--- src/rtl/instruction_decode_stage_pkg.sv ---
// Shared opcode encodings, decoded flag bundle and stage FSM states
// for the instruction decode stage.
package decode_pkg;

    localparam logic [2:0] OP_ADD  = 3'd0;
    localparam logic [2:0] OP_ADDI = 3'd1;
    localparam logic [2:0] OP_MUL  = 3'd2;
    localparam logic [2:0] OP_MULI = 3'd3;
    localparam logic [2:0] OP_WAIT = 3'd4;
    localparam logic [2:0] OP_LDSW = 3'd5;

    typedef struct packed {
        logic add;
        logic imm;
        logic load;
        logic wr_res;
        logic illegal;
    } dec_flags_t;

    typedef enum logic {
        RUN   = 1'b0,
        STALL = 1'b1
    } state_t;

endpackage

--- src/rtl/instruction_decode_stage_if.sv ---
// Handshake and decoded-bundle bus between the fetch side, the decode stage
// and the execute stage.
interface instruction_decode_stage_if #(
    parameter int INSTR_WIDTH    = 16,
    parameter int OPCODE_WIDTH   = 3,
    parameter int REG_ADDR_WIDTH = 3
);
    localparam int IMM_WIDTH = INSTR_WIDTH - OPCODE_WIDTH - 2*REG_ADDR_WIDTH;

    logic                      flush;
    logic                      in_valid;
    logic                      in_ready;
    logic [INSTR_WIDTH-1:0]    in_instr;
    logic                      out_valid;
    logic                      out_ready;
    logic                      out_f_add;
    logic                      out_f_imm;
    logic                      out_f_load;
    logic                      out_f_wr_res;
    logic                      out_f_illegal;
    logic [REG_ADDR_WIDTH-1:0] out_rd;
    logic [REG_ADDR_WIDTH-1:0] out_rs1;
    logic [REG_ADDR_WIDTH-1:0] out_rs2;
    logic [IMM_WIDTH-1:0]      out_imm;
    logic                      stalled;

    modport slave (
        input  flush, in_valid, in_instr, out_ready,
        output in_ready, out_valid, out_f_add, out_f_imm, out_f_load,
               out_f_wr_res, out_f_illegal, out_rd, out_rs1, out_rs2,
               out_imm, stalled
    );

    modport master (
        output flush, in_valid, in_instr, out_ready,
        input  in_ready, out_valid, out_f_add, out_f_imm, out_f_load,
               out_f_wr_res, out_f_illegal, out_rd, out_rs1, out_rs2,
               out_imm, stalled
    );

endinterface

--- src/rtl/instruction_decode_stage_opcode_flag_decode.sv ---
// Combinational opcode to control-flag mapping; unknown codes raise illegal.
module opcode_flag_decode
    import decode_pkg::*;
#(
    parameter int OPCODE_WIDTH = 3
) (
    input  logic [OPCODE_WIDTH-1:0] opcode,
    output dec_flags_t              flags
);

    always_comb begin
        flags = '0;
        case (opcode)
            OPCODE_WIDTH'(OP_ADD):  begin flags.add = 1'b1; flags.wr_res = 1'b1; end
            OPCODE_WIDTH'(OP_ADDI): begin flags.add = 1'b1; flags.imm = 1'b1; flags.wr_res = 1'b1; end
            OPCODE_WIDTH'(OP_MUL):  flags.wr_res = 1'b1;
            OPCODE_WIDTH'(OP_MULI): begin flags.imm = 1'b1; flags.wr_res = 1'b1; end
            OPCODE_WIDTH'(OP_LDSW): begin flags.load = 1'b1; flags.wr_res = 1'b1; end
            // WAIT is executed inside the stage and never reaches execute
            OPCODE_WIDTH'(OP_WAIT): flags = '0;
            default:                flags.illegal = 1'b1;
        endcase
    end

endmodule

--- src/rtl/instruction_decode_stage.sv ---
// Registered decode stage: one-entry valid/ready output register, with WAIT
// executed locally as a programmable stall.
module instruction_decode_stage
    import decode_pkg::*;
#(
    parameter int INSTR_WIDTH    = 16,
    parameter int OPCODE_WIDTH   = 3,
    parameter int REG_ADDR_WIDTH = 3
) (
    input  logic                        clk,
    input  logic                        rst_n,
    instruction_decode_stage_if.slave   bus
);

    localparam int IMM_WIDTH = INSTR_WIDTH - OPCODE_WIDTH - 2*REG_ADDR_WIDTH;

    if (IMM_WIDTH < REG_ADDR_WIDTH) begin : g_bad_imm_width
        $error("instruction_decode_stage: immediate field narrower than a register address");
    end

    logic [OPCODE_WIDTH-1:0]   opcode;
    logic [REG_ADDR_WIDTH-1:0] rd_field;
    logic [REG_ADDR_WIDTH-1:0] rs1_field;
    logic [IMM_WIDTH-1:0]      imm_field;
    dec_flags_t                flags_dec;
    dec_flags_t                flags_q;
    logic [REG_ADDR_WIDTH-1:0] rd_q, rs1_q, rs2_q;
    logic [IMM_WIDTH-1:0]      imm_q;
    logic                      out_valid_q;
    state_t                    state, state_next;
    logic [IMM_WIDTH-1:0]      count, count_next;
    logic                      accept;
    logic                      is_wait;

    assign opcode    = bus.in_instr[INSTR_WIDTH-1 -: OPCODE_WIDTH];
    assign rd_field  = bus.in_instr[INSTR_WIDTH-OPCODE_WIDTH-1 -: REG_ADDR_WIDTH];
    assign rs1_field = bus.in_instr[INSTR_WIDTH-OPCODE_WIDTH-REG_ADDR_WIDTH-1 -: REG_ADDR_WIDTH];
    assign imm_field = bus.in_instr[IMM_WIDTH-1:0];

    opcode_flag_decode #(.OPCODE_WIDTH(OPCODE_WIDTH)) u_flag_decode (
        .opcode (opcode),
        .flags  (flags_dec)
    );

    assign is_wait      = (opcode == OPCODE_WIDTH'(OP_WAIT));
    assign bus.in_ready = (state == RUN) && !bus.flush && (!out_valid_q || bus.out_ready);
    assign accept       = bus.in_valid && bus.in_ready;

    always_comb begin
        state_next = state;
        count_next = count;
        if (bus.flush) begin
            state_next = RUN;
            count_next = '0;
        end else begin
            case (state)
                RUN: begin
                    if (accept && is_wait && (imm_field != '0)) begin
                        state_next = STALL;
                        count_next = imm_field;
                    end
                end
                STALL: begin
                    count_next = count - IMM_WIDTH'(1);
                    if (count == IMM_WIDTH'(1)) state_next = RUN;
                end
                default: state_next = RUN;
            endcase
        end
    end

    always_ff @(posedge clk) begin
        if (!rst_n) begin
            state       <= RUN;
            count       <= '0;
            out_valid_q <= 1'b0;
            flags_q     <= '0;
            rd_q        <= '0;
            rs1_q       <= '0;
            rs2_q       <= '0;
            imm_q       <= '0;
        end else begin
            state <= state_next;
            count <= count_next;
            // An accepted WAIT falls through to the drain branch, so a pending
            // bundle can still leave while the stall starts.
            if (bus.flush) begin
                out_valid_q <= 1'b0;
            end else if (accept && !is_wait) begin
                out_valid_q <= 1'b1;
                flags_q     <= flags_dec;
                rd_q        <= rd_field;
                rs1_q       <= rs1_field;
                rs2_q       <= imm_field[REG_ADDR_WIDTH-1:0];
                imm_q       <= imm_field;
            end else if (bus.out_ready) begin
                out_valid_q <= 1'b0;
            end
        end
    end

    assign bus.out_valid     = out_valid_q;
    assign bus.out_f_add     = flags_q.add;
    assign bus.out_f_imm     = flags_q.imm;
    assign bus.out_f_load    = flags_q.load;
    assign bus.out_f_wr_res  = flags_q.wr_res;
    assign bus.out_f_illegal = flags_q.illegal;
    assign bus.out_rd        = rd_q;
    assign bus.out_rs1       = rs1_q;
    assign bus.out_rs2       = rs2_q;
    assign bus.out_imm       = imm_q;
    assign bus.stalled       = (state == STALL);

endmodule

--- src/flat_wrapper.sv ---
// flat-port wrapper written by rule: the top's interface ports become plain ports
module instruction_decode_stage_flat import decode_pkg::*;
#(
    parameter int INSTR_WIDTH    = 16,
    parameter int OPCODE_WIDTH   = 3,
    parameter int REG_ADDR_WIDTH = 3
)
  (clk, rst_n, bus_flush, bus_in_valid, bus_in_instr, bus_out_ready, bus_in_ready, bus_out_valid, bus_out_f_add, bus_out_f_imm, bus_out_f_load, bus_out_f_wr_res, bus_out_f_illegal, bus_out_rd, bus_out_rs1, bus_out_rs2, bus_out_imm, bus_stalled);
  instruction_decode_stage_if #(.INSTR_WIDTH(INSTR_WIDTH), .OPCODE_WIDTH(OPCODE_WIDTH), .REG_ADDR_WIDTH(REG_ADDR_WIDTH)) bus_i ();
  input  logic clk;
  input  logic rst_n;
  input wire logic [$bits(bus_i.flush)-1:0] bus_flush;
  input wire logic [$bits(bus_i.in_valid)-1:0] bus_in_valid;
  input wire logic [$bits(bus_i.in_instr)-1:0] bus_in_instr;
  input wire logic [$bits(bus_i.out_ready)-1:0] bus_out_ready;
  output wire logic [$bits(bus_i.in_ready)-1:0] bus_in_ready;
  output wire logic [$bits(bus_i.out_valid)-1:0] bus_out_valid;
  output wire logic [$bits(bus_i.out_f_add)-1:0] bus_out_f_add;
  output wire logic [$bits(bus_i.out_f_imm)-1:0] bus_out_f_imm;
  output wire logic [$bits(bus_i.out_f_load)-1:0] bus_out_f_load;
  output wire logic [$bits(bus_i.out_f_wr_res)-1:0] bus_out_f_wr_res;
  output wire logic [$bits(bus_i.out_f_illegal)-1:0] bus_out_f_illegal;
  output wire logic [$bits(bus_i.out_rd)-1:0] bus_out_rd;
  output wire logic [$bits(bus_i.out_rs1)-1:0] bus_out_rs1;
  output wire logic [$bits(bus_i.out_rs2)-1:0] bus_out_rs2;
  output wire logic [$bits(bus_i.out_imm)-1:0] bus_out_imm;
  output wire logic [$bits(bus_i.stalled)-1:0] bus_stalled;
  assign bus_i.flush = bus_flush;
  assign bus_i.in_valid = bus_in_valid;
  assign bus_i.in_instr = bus_in_instr;
  assign bus_i.out_ready = bus_out_ready;
  assign bus_in_ready = bus_i.in_ready;
  assign bus_out_valid = bus_i.out_valid;
  assign bus_out_f_add = bus_i.out_f_add;
  assign bus_out_f_imm = bus_i.out_f_imm;
  assign bus_out_f_load = bus_i.out_f_load;
  assign bus_out_f_wr_res = bus_i.out_f_wr_res;
  assign bus_out_f_illegal = bus_i.out_f_illegal;
  assign bus_out_rd = bus_i.out_rd;
  assign bus_out_rs1 = bus_i.out_rs1;
  assign bus_out_rs2 = bus_i.out_rs2;
  assign bus_out_imm = bus_i.out_imm;
  assign bus_stalled = bus_i.stalled;
  instruction_decode_stage #(.INSTR_WIDTH(INSTR_WIDTH), .OPCODE_WIDTH(OPCODE_WIDTH), .REG_ADDR_WIDTH(REG_ADDR_WIDTH)) u_core (.clk(clk), .rst_n(rst_n), .bus(bus_i));
endmodule
--- config.mk ---
export PLATFORM = sky130hd
export DESIGN_NAME = instruction_decode_stage_flat
export DESIGN_NICKNAME = d
export VERILOG_FILES = /design/src/rtl/instruction_decode_stage_pkg.sv /design/src/rtl/instruction_decode_stage_if.sv /design/src/rtl/instruction_decode_stage_opcode_flag_decode.sv /design/src/rtl/instruction_decode_stage.sv /design/src/flat_wrapper.sv
export SDC_FILE = /design/constraint.sdc
export NUM_CORES = 1
export LEC_CHECK = 0
export ABC_AREA = 0
export BUFFER_PORTS_ARGS = -buffer_cell sky130_fd_sc_hd__buf_2
export CORE_MARGIN = 3
export CORE_UTILIZATION = 52
export DETAILED_ROUTE_END_ITERATION = 8
export PLACE_DENSITY = 0.92
export SYNTH_ARGS = -nofsm -noshare
export SYNTH_HDL_FRONTEND = slang
export SYNTH_SLANG_ARGS = --single-unit
export TNS_END_PERCENT = 10
--- constraint.sdc ---
create_clock -name clk -period 2.7 [get_ports clk]
set_input_delay 0.135 -clock clk [delete_from_list [all_inputs] [get_ports clk]]
set_output_delay 0.135 -clock clk [all_outputs]
set_load 0.1 [all_outputs]
### After elaboration in Yosys (flattened, before gate mapping)

Cells that the tools add are included.

| cells by class | value |
|---|---|
| add/sub/neg operators | 1 |
| div/mod/pow operators | 0 |
| mux-type cells | 12 |
| $mul | 0 |
| bitwise operators | 3 |
| reduce and logical (&&, ||, !) cells | 19 |
| order comparisons | 0 |
| shift-type cells | 0 |
| eq/ne operators | 7 |

Operator list:

| operator | number |
|---|---|
| $pmux W7 S2 | 1 |
| $mux W1 | 9 |
| $eq A7 B1 Y1 const B | 1 |
| $mux W7 | 1 |
| $reduce_bool A7 Y1 | 1 |
| $sub A7 B1 Y7 const B | 1 |
| $eq A3 B2 Y1 const B | 2 |
| $eq A3 B3 Y1 const B | 2 |
| $logic_and A1 B1 Y1 | 6 |
| $reduce_or A2 Y1 | 3 |
| $reduce_or A6 Y1 | 1 |
| $reduce_or A5 Y1 | 1 |
| $eq A3 B1 Y1 const B | 1 |
| $logic_not A1 Y1 | 3 |
| $logic_not A3 Y1 | 1 |
| $not A1 Y1 | 3 |
| $ne A2 B2 Y1 const B | 1 |
| $pmux W1 S2 | 1 |
| $reduce_and A2 Y1 | 1 |
| $reduce_bool A2 Y1 | 1 |
| $logic_or A1 B1 Y1 | 1 |

| word-level totals | value |
|---|---|
| word-level logic and storage cells | 54 |
| RAM bits | 0 |
| memory bits (read-only) | 0 |
| memories | 0 |
| latch bits | 0 |
| bits in registers | 30 |

### Logic depth before layout (Yosys ltp)

| logic depth | value |
|---|---|
| depth in word-level cells | 8 |
| gate-level depth with buffers | 6 |
| mapped depth without buffers | 6 |

### Hierarchy

A second synthesis with hierarchy kept.

| unflattened totals | value |
|---|---|
| cell total of the unflattened synthesis | 134 |
| area, all modules | 1323.8 um^2 |

By module, submodules not included:

| module | area an instance (um^2) | cells an instance | times used | seq. area each (um^2) |
|---|---|---|---|---|
| instruction_decode_stage | 1287.5 | 128 | 1 | 540.5 |
| opcode_flag_decode | 36.3 | 6 | 1 | 0.0 |

### Worst setup path before layout

No wires, ideal clock.

| timing path | value |
|---|---|
| path type | register to register |
| from | register u_core.state, in the netlist u_core.bus.stalled |
| to | register u_core.flags_q, in the netlist u_core.bus.out_f_load |
| data required time | 2.627 ns |
| setup time | 0.073 ns |
| period minus slack after synthesis | 3.522 ns |
| arrival time | 3.448 ns |
| slack | -0.822 ns |
| stages on the path, launching flop included | 5 |
| cell sequence | dfxtp_1 > buf_2 > nor3_1 > a31oi_1 > nor2_1 |

| between the ends | value |
|---|---|
| longest elaborated chain between the ends | 6 |

RTL lines:

| element | RTL line | source |
|---|---|---|
| start, declared | instruction_decode_stage.sv:30 | `state_t state, state_next;` |
| start signal, assigned | instruction_decode_stage.sv:83 | `state <= state_next;` |
| $not A1 Y1 | instruction_decode_stage.sv:46 | `assign bus.in_ready = (state == RUN) && !bus.flush && (!out_valid_q \|\| bus.out_ready);` |
| $logic_and A1 B1 Y1 (2 in a row) | instruction_decode_stage.sv:46 |  |
| named net bus_in_ready | flat_wrapper.sv:16 | `output wire logic [$bits(bus_i.in_ready)-1:0] bus_in_ready;` |
| $logic_and A1 B1 Y1 | instruction_decode_stage.sv:47 | `assign accept = bus.in_valid && bus.in_ready;` |
| $logic_and A1 B1 Y1 | instruction_decode_stage.sv:89 | `end else if (accept && !is_wait) begin` |
| $reduce_and A2 Y1 (no line) | -- |  |
| end signal, assigned | instruction_decode_stage.sv:91 | `flags_q <= flags_dec;` |
| end, declared | instruction_decode_stage.sv:26 | `dec_flags_t flags_q;` |

The timed path passes the listed nets, and every way through them passes these cells.
A chain may end at the register's enable or synchronous reset.

### Final worst setup path

| timing path | value |
|---|---|
| from | register u_core.state, in the netlist u_core.bus.stalled |
| to | register u_core.flags_q, in the netlist u_core.bus.out_f_imm |

| between the ends | value |
|---|---|
| longest elaborated chain between the ends | 6 |

RTL lines:

| element | RTL line |
|---|---|
| $not A1 Y1 | instruction_decode_stage.sv:46 |
| $logic_and A1 B1 Y1 (2 in a row) | instruction_decode_stage.sv:46 |
| $logic_and A1 B1 Y1 | instruction_decode_stage.sv:47 |
| $logic_and A1 B1 Y1 | instruction_decode_stage.sv:89 |
| $reduce_and A2 Y1 (no line) | -- |

No other way between the ends.

==> impl_metrics.py <==
metrics = {
    "synth": {
        "synth-main-ff-cell": "dfxtp_1",
        "syn_inst": 134,
        "synth_warnings": 0,
        "synth_xor_area_share_pct": 0,
        "synth_top_family_by_area": "simple AND/OR/NAND/NOR gates",
        "synth.avg_cell_area_um2": 9.35,
        "ys_top_cells_by_area": "dfxtp_1 (43%), mux2i_1 (10%), nor2b_1 (8.0%)",
        "synthArstFlopShare_pct": 0,
        "synth_edf_count": 0,
        "synth-simple-area-share_pct": 23.9,
        "ys_seq_elements": 27,
        "yosysTopAreaCell": "dfxtp_1",
        "netlist.area_leader.share_pct": 43.2,
        "synth_nets": 157,
        "synth-seq-area-share_pct": 43.2,
        "muxShareOfSynthArea_pct": 10.4,
        "syn_area_um2": 1250,
        "synth.distinct_cells": 36,
        "synth-compound-area-share_pct": 15.5,
        "synthAdderAreaFrac_pct": 2.00,
    },
    "timing": {
        "period_needed_ns": 1.66,
        "clock_skew_ns": 0.0196,
        "setup_viol": 0,
        "hold_viol_final": 0,
        "fin_tns_setup_ns": 0,
        "max_slew_margin_pct": 67.1,
        "hold_ws_ns": 0.0434,
        "clock.fmax_mhz": 602,
        "drv_slew": 0,
        "worst_pin_slew_ns": 0.496,
        "period_share_pct": 61.6,
        "layout_setup_ws_ns": 1.04,
        "rsz0062_at_grt": "false",
    },
    "critical_path": {
        "crit_path_end_kind": "flop",
        "required_ns": 2.96,
        "reg2reg_setup_slack_ns": 1.04,
        "critPathLaunch": "u_core.bus.stalled$_SDFF_PP0_",
        "cp.arrival_ns": 1.92,
        "crit_fanout": 14,
        "r2r-end": "u_core.bus.out_f_imm$_SDFFE_PN0P_",
        "criticalPathCategory": "reg -> reg",
        "timing.rr.start": "u_core.bus.stalled$_SDFF_PP0_",
        "ff2ff_path_depth": 5,
        "cp-start-kind": "flop",
    },
    "place": {
        "post_dp_cell_area_um2": 1480,
        "portBuffers": 44,
        "dp.cells": 199,
        "place_congestion": 0.857,
        "pre_cts_slack_ns": 1.09,
        "dp_hpwl_um": 2210,
    },
    "pwr": {
        "intPower_uw": 517,
        "switchingPower_uw": 300,
        "p_comb_share_pct": 26.0,
        "switching_share_pct": 36.7,
        "p_total_uw": 817,
        "seqPwrFrac_pct": 51.5,
        "power_leakage_nw": 0.689,
        "p_clk_share_pct": 22.4,
        "ir_drop_v": 0.000360,
        "power_density_nw_per_um2": 541,
    },
    "finish": {
        "drive_gt1_share_pct": 31.4,
        "syn_to_final_growth_pct": 20.5,
        "n_antenna_cell": 0,
        "final_util_pct": 66.9,
        "final_cells": 203,
        "nets": 199,
        "post-route-cell-area_um2": 1510,
    },
    "status": {
        "status": "finished clean",
    },
    "job": {
        "drv_cap": 0,
    },
    "floorplan": {
        "row_count": 17,
        "fp.coreArea_um2": 2250,
        "die_x_um": 55.1,
        "die_height_um": 55.1,
        "ioPinCount": 45,
        "floorplan.initialDensity_pct": 55.5,
        "die_area_um2": 3030,
    },
    "clock_tree": {
        "clock_latency_ns": 0.33,
        "numCtsBuffers": 3,
        "cts_tree": "built",
        "clock-sinks": 27,
        "post_cts_buffers": 0,
        "htree_levels": 1,
        "path_clk_slew_ns": 0.16,
        "clockRootBuffer": "clkbuf_4",
        "cts.repair.resized": 0,
        "clock_tree.buffer_depth": 2,
        "holdBufCountCts": 0,
    },
    "route": {
        "wl_per_cell_um": 14.1,
        "viasPerCell": 5.57,
        "ant_nets": 0,
        "vias": 1130,
        "drt-initial-drc-count": 35,
        "drc": 0,
        "firstDrtPassIters": 4,
        "wl_um": 2860,
    },
    "global_route": {
        "use_met1_pct": 25.4,
        "met2_usage_pct": 34.4,
        "grt_max_degree": 20,
        "grt_pass1_wl_um": 4490,
        "busiest_layer": "met2",
        "grt_util_all_layers_pct": 20.4,
        "overflow": 0,
        "grt_pass1_vias": 1046,
        "antenna_found_initial": 0,
        "globalRouteMet3Util_pct": 4.83,
    },
    "worst_hold_path": {
        "hold_class": "in -> reg",
        "hold_end": "u_core.bus.out_rs1[2]$_SDFFE_PN0P_",
        "hold_depth": 3,
        "hold_start": "bus_in_instr[9]",
    },
}
## metal layers
metal	part of all wire, %	routed length [um]	vias up
met2	50	1430	40
met1	42	1210	530
li1	-	-	554
met4	1.4	39	0
met5	0	0	-
met3	6.3	180	6
## synthesized netlist by cell type, drive strengths merged (3+ instances only)
master	n
a21oi	10
a31oi	3
buf	7
dfxtp	27
inv	4
mux2i	13
nand2	8
nand2b	3
nor2	7
nor2b	16
o21ai	5
## area by class of cell
type | instances | area, um2
fillers | 207 | 746
multi-input cells | 94 | 653
flip-flops and latches | 27 | 541
repair buffers | 46 | 235
well taps | 28 | 35.0
clock buffers | 3 | 22.5
inverters | 4 | 15.0
clock inverters | 1 | 7.51
## kinds of logic after synthesis
family,count (synthesis)
AND/OR/NAND/NOR,49
AO/OA/AOI/OAI,30
flip-flops,27
buffers and inverters,13
multiplexers,13
adder cells (fa/ha/maj),2
## power by group through the flow
stage | Combinational, mW | Sequential (mW) | Clock, mW
after floorplan | 0.0726 | 0.524 | 0
after CTS | 0.213 | 0.421 | 0.181
final | 0.213 | 0.421 | 0.183
after detailed placement | 0.213 | 0.429 | 0
after global routing | 0.223 | 0.423 | 0.200
after global placement | 0.210 | 0.428 | 0
## worst max-delay path, cell delays in order, from the launching register on
cell and delay [ns]:
dfxtp_1 0.45, nor2_1 0.26, nand4bb_1 0.16, buf_4 0.22, or3b_1 0.38, a21boi_1 0.14
## cells in the final DEF (no fill, tap or decap), drive strengths merged
master	count
nor3b	2
a21bo	1
a31oi	3
buf	46
or4	2
dfxtp	27
inv	4
a21oi	10
and2	1
o31a	1
nand2	8
mux2i	13
o211ai	2
o21ai	5
nor2b	16
a32oi	2
nor4	1
clkinvlp	1
nand3	1
o2bb2ai	1
and4	1
nor3	2
ha	2
a22oi	1
o221ai	2
or2	1
or3b	1
nand4bb	1
nand4	1
or3	1
clkbuf	3
nor2	7
a21boi	2
nand2b	3
## sequential cells by signal, summed over array words and instances, names as in the netlist
name,flops
u_core.bus.out_f_add,1
u_core.bus.out_f_illegal,1
u_core.bus.out_f_imm,1
u_core.bus.out_f_load,1
u_core.bus.out_f_wr_res,1
u_core.bus.out_imm,7
u_core.bus.out_rd,3
u_core.bus.out_rs1,3
u_core.bus.out_valid,1
u_core.bus.stalled,1
u_core.count,7
## worst max path at each step
stage                                         end  slack [ns]  cells past startpoint
6_report        u_core.bus.out_f_imm$_SDFFE_PN0P_        1.04                      5
3_5_place_dp    u_core.bus.out_f_imm$_SDFFE_PN0P_        1.09                      5
4_1_cts         u_core.bus.out_f_imm$_SDFFE_PN0P_        1.04                      5
3_3_place_gp    u_core.bus.out_f_imm$_SDFFE_PN0P_        1.17                      5
2_1_floorplan  u_core.bus.out_f_load$_SDFFE_PN0P_        0.12                      4
5_1_grt         u_core.bus.out_f_imm$_SDFFE_PN0P_        0.92                      5
No activity file was read; power rests on OpenSTA's default activity.
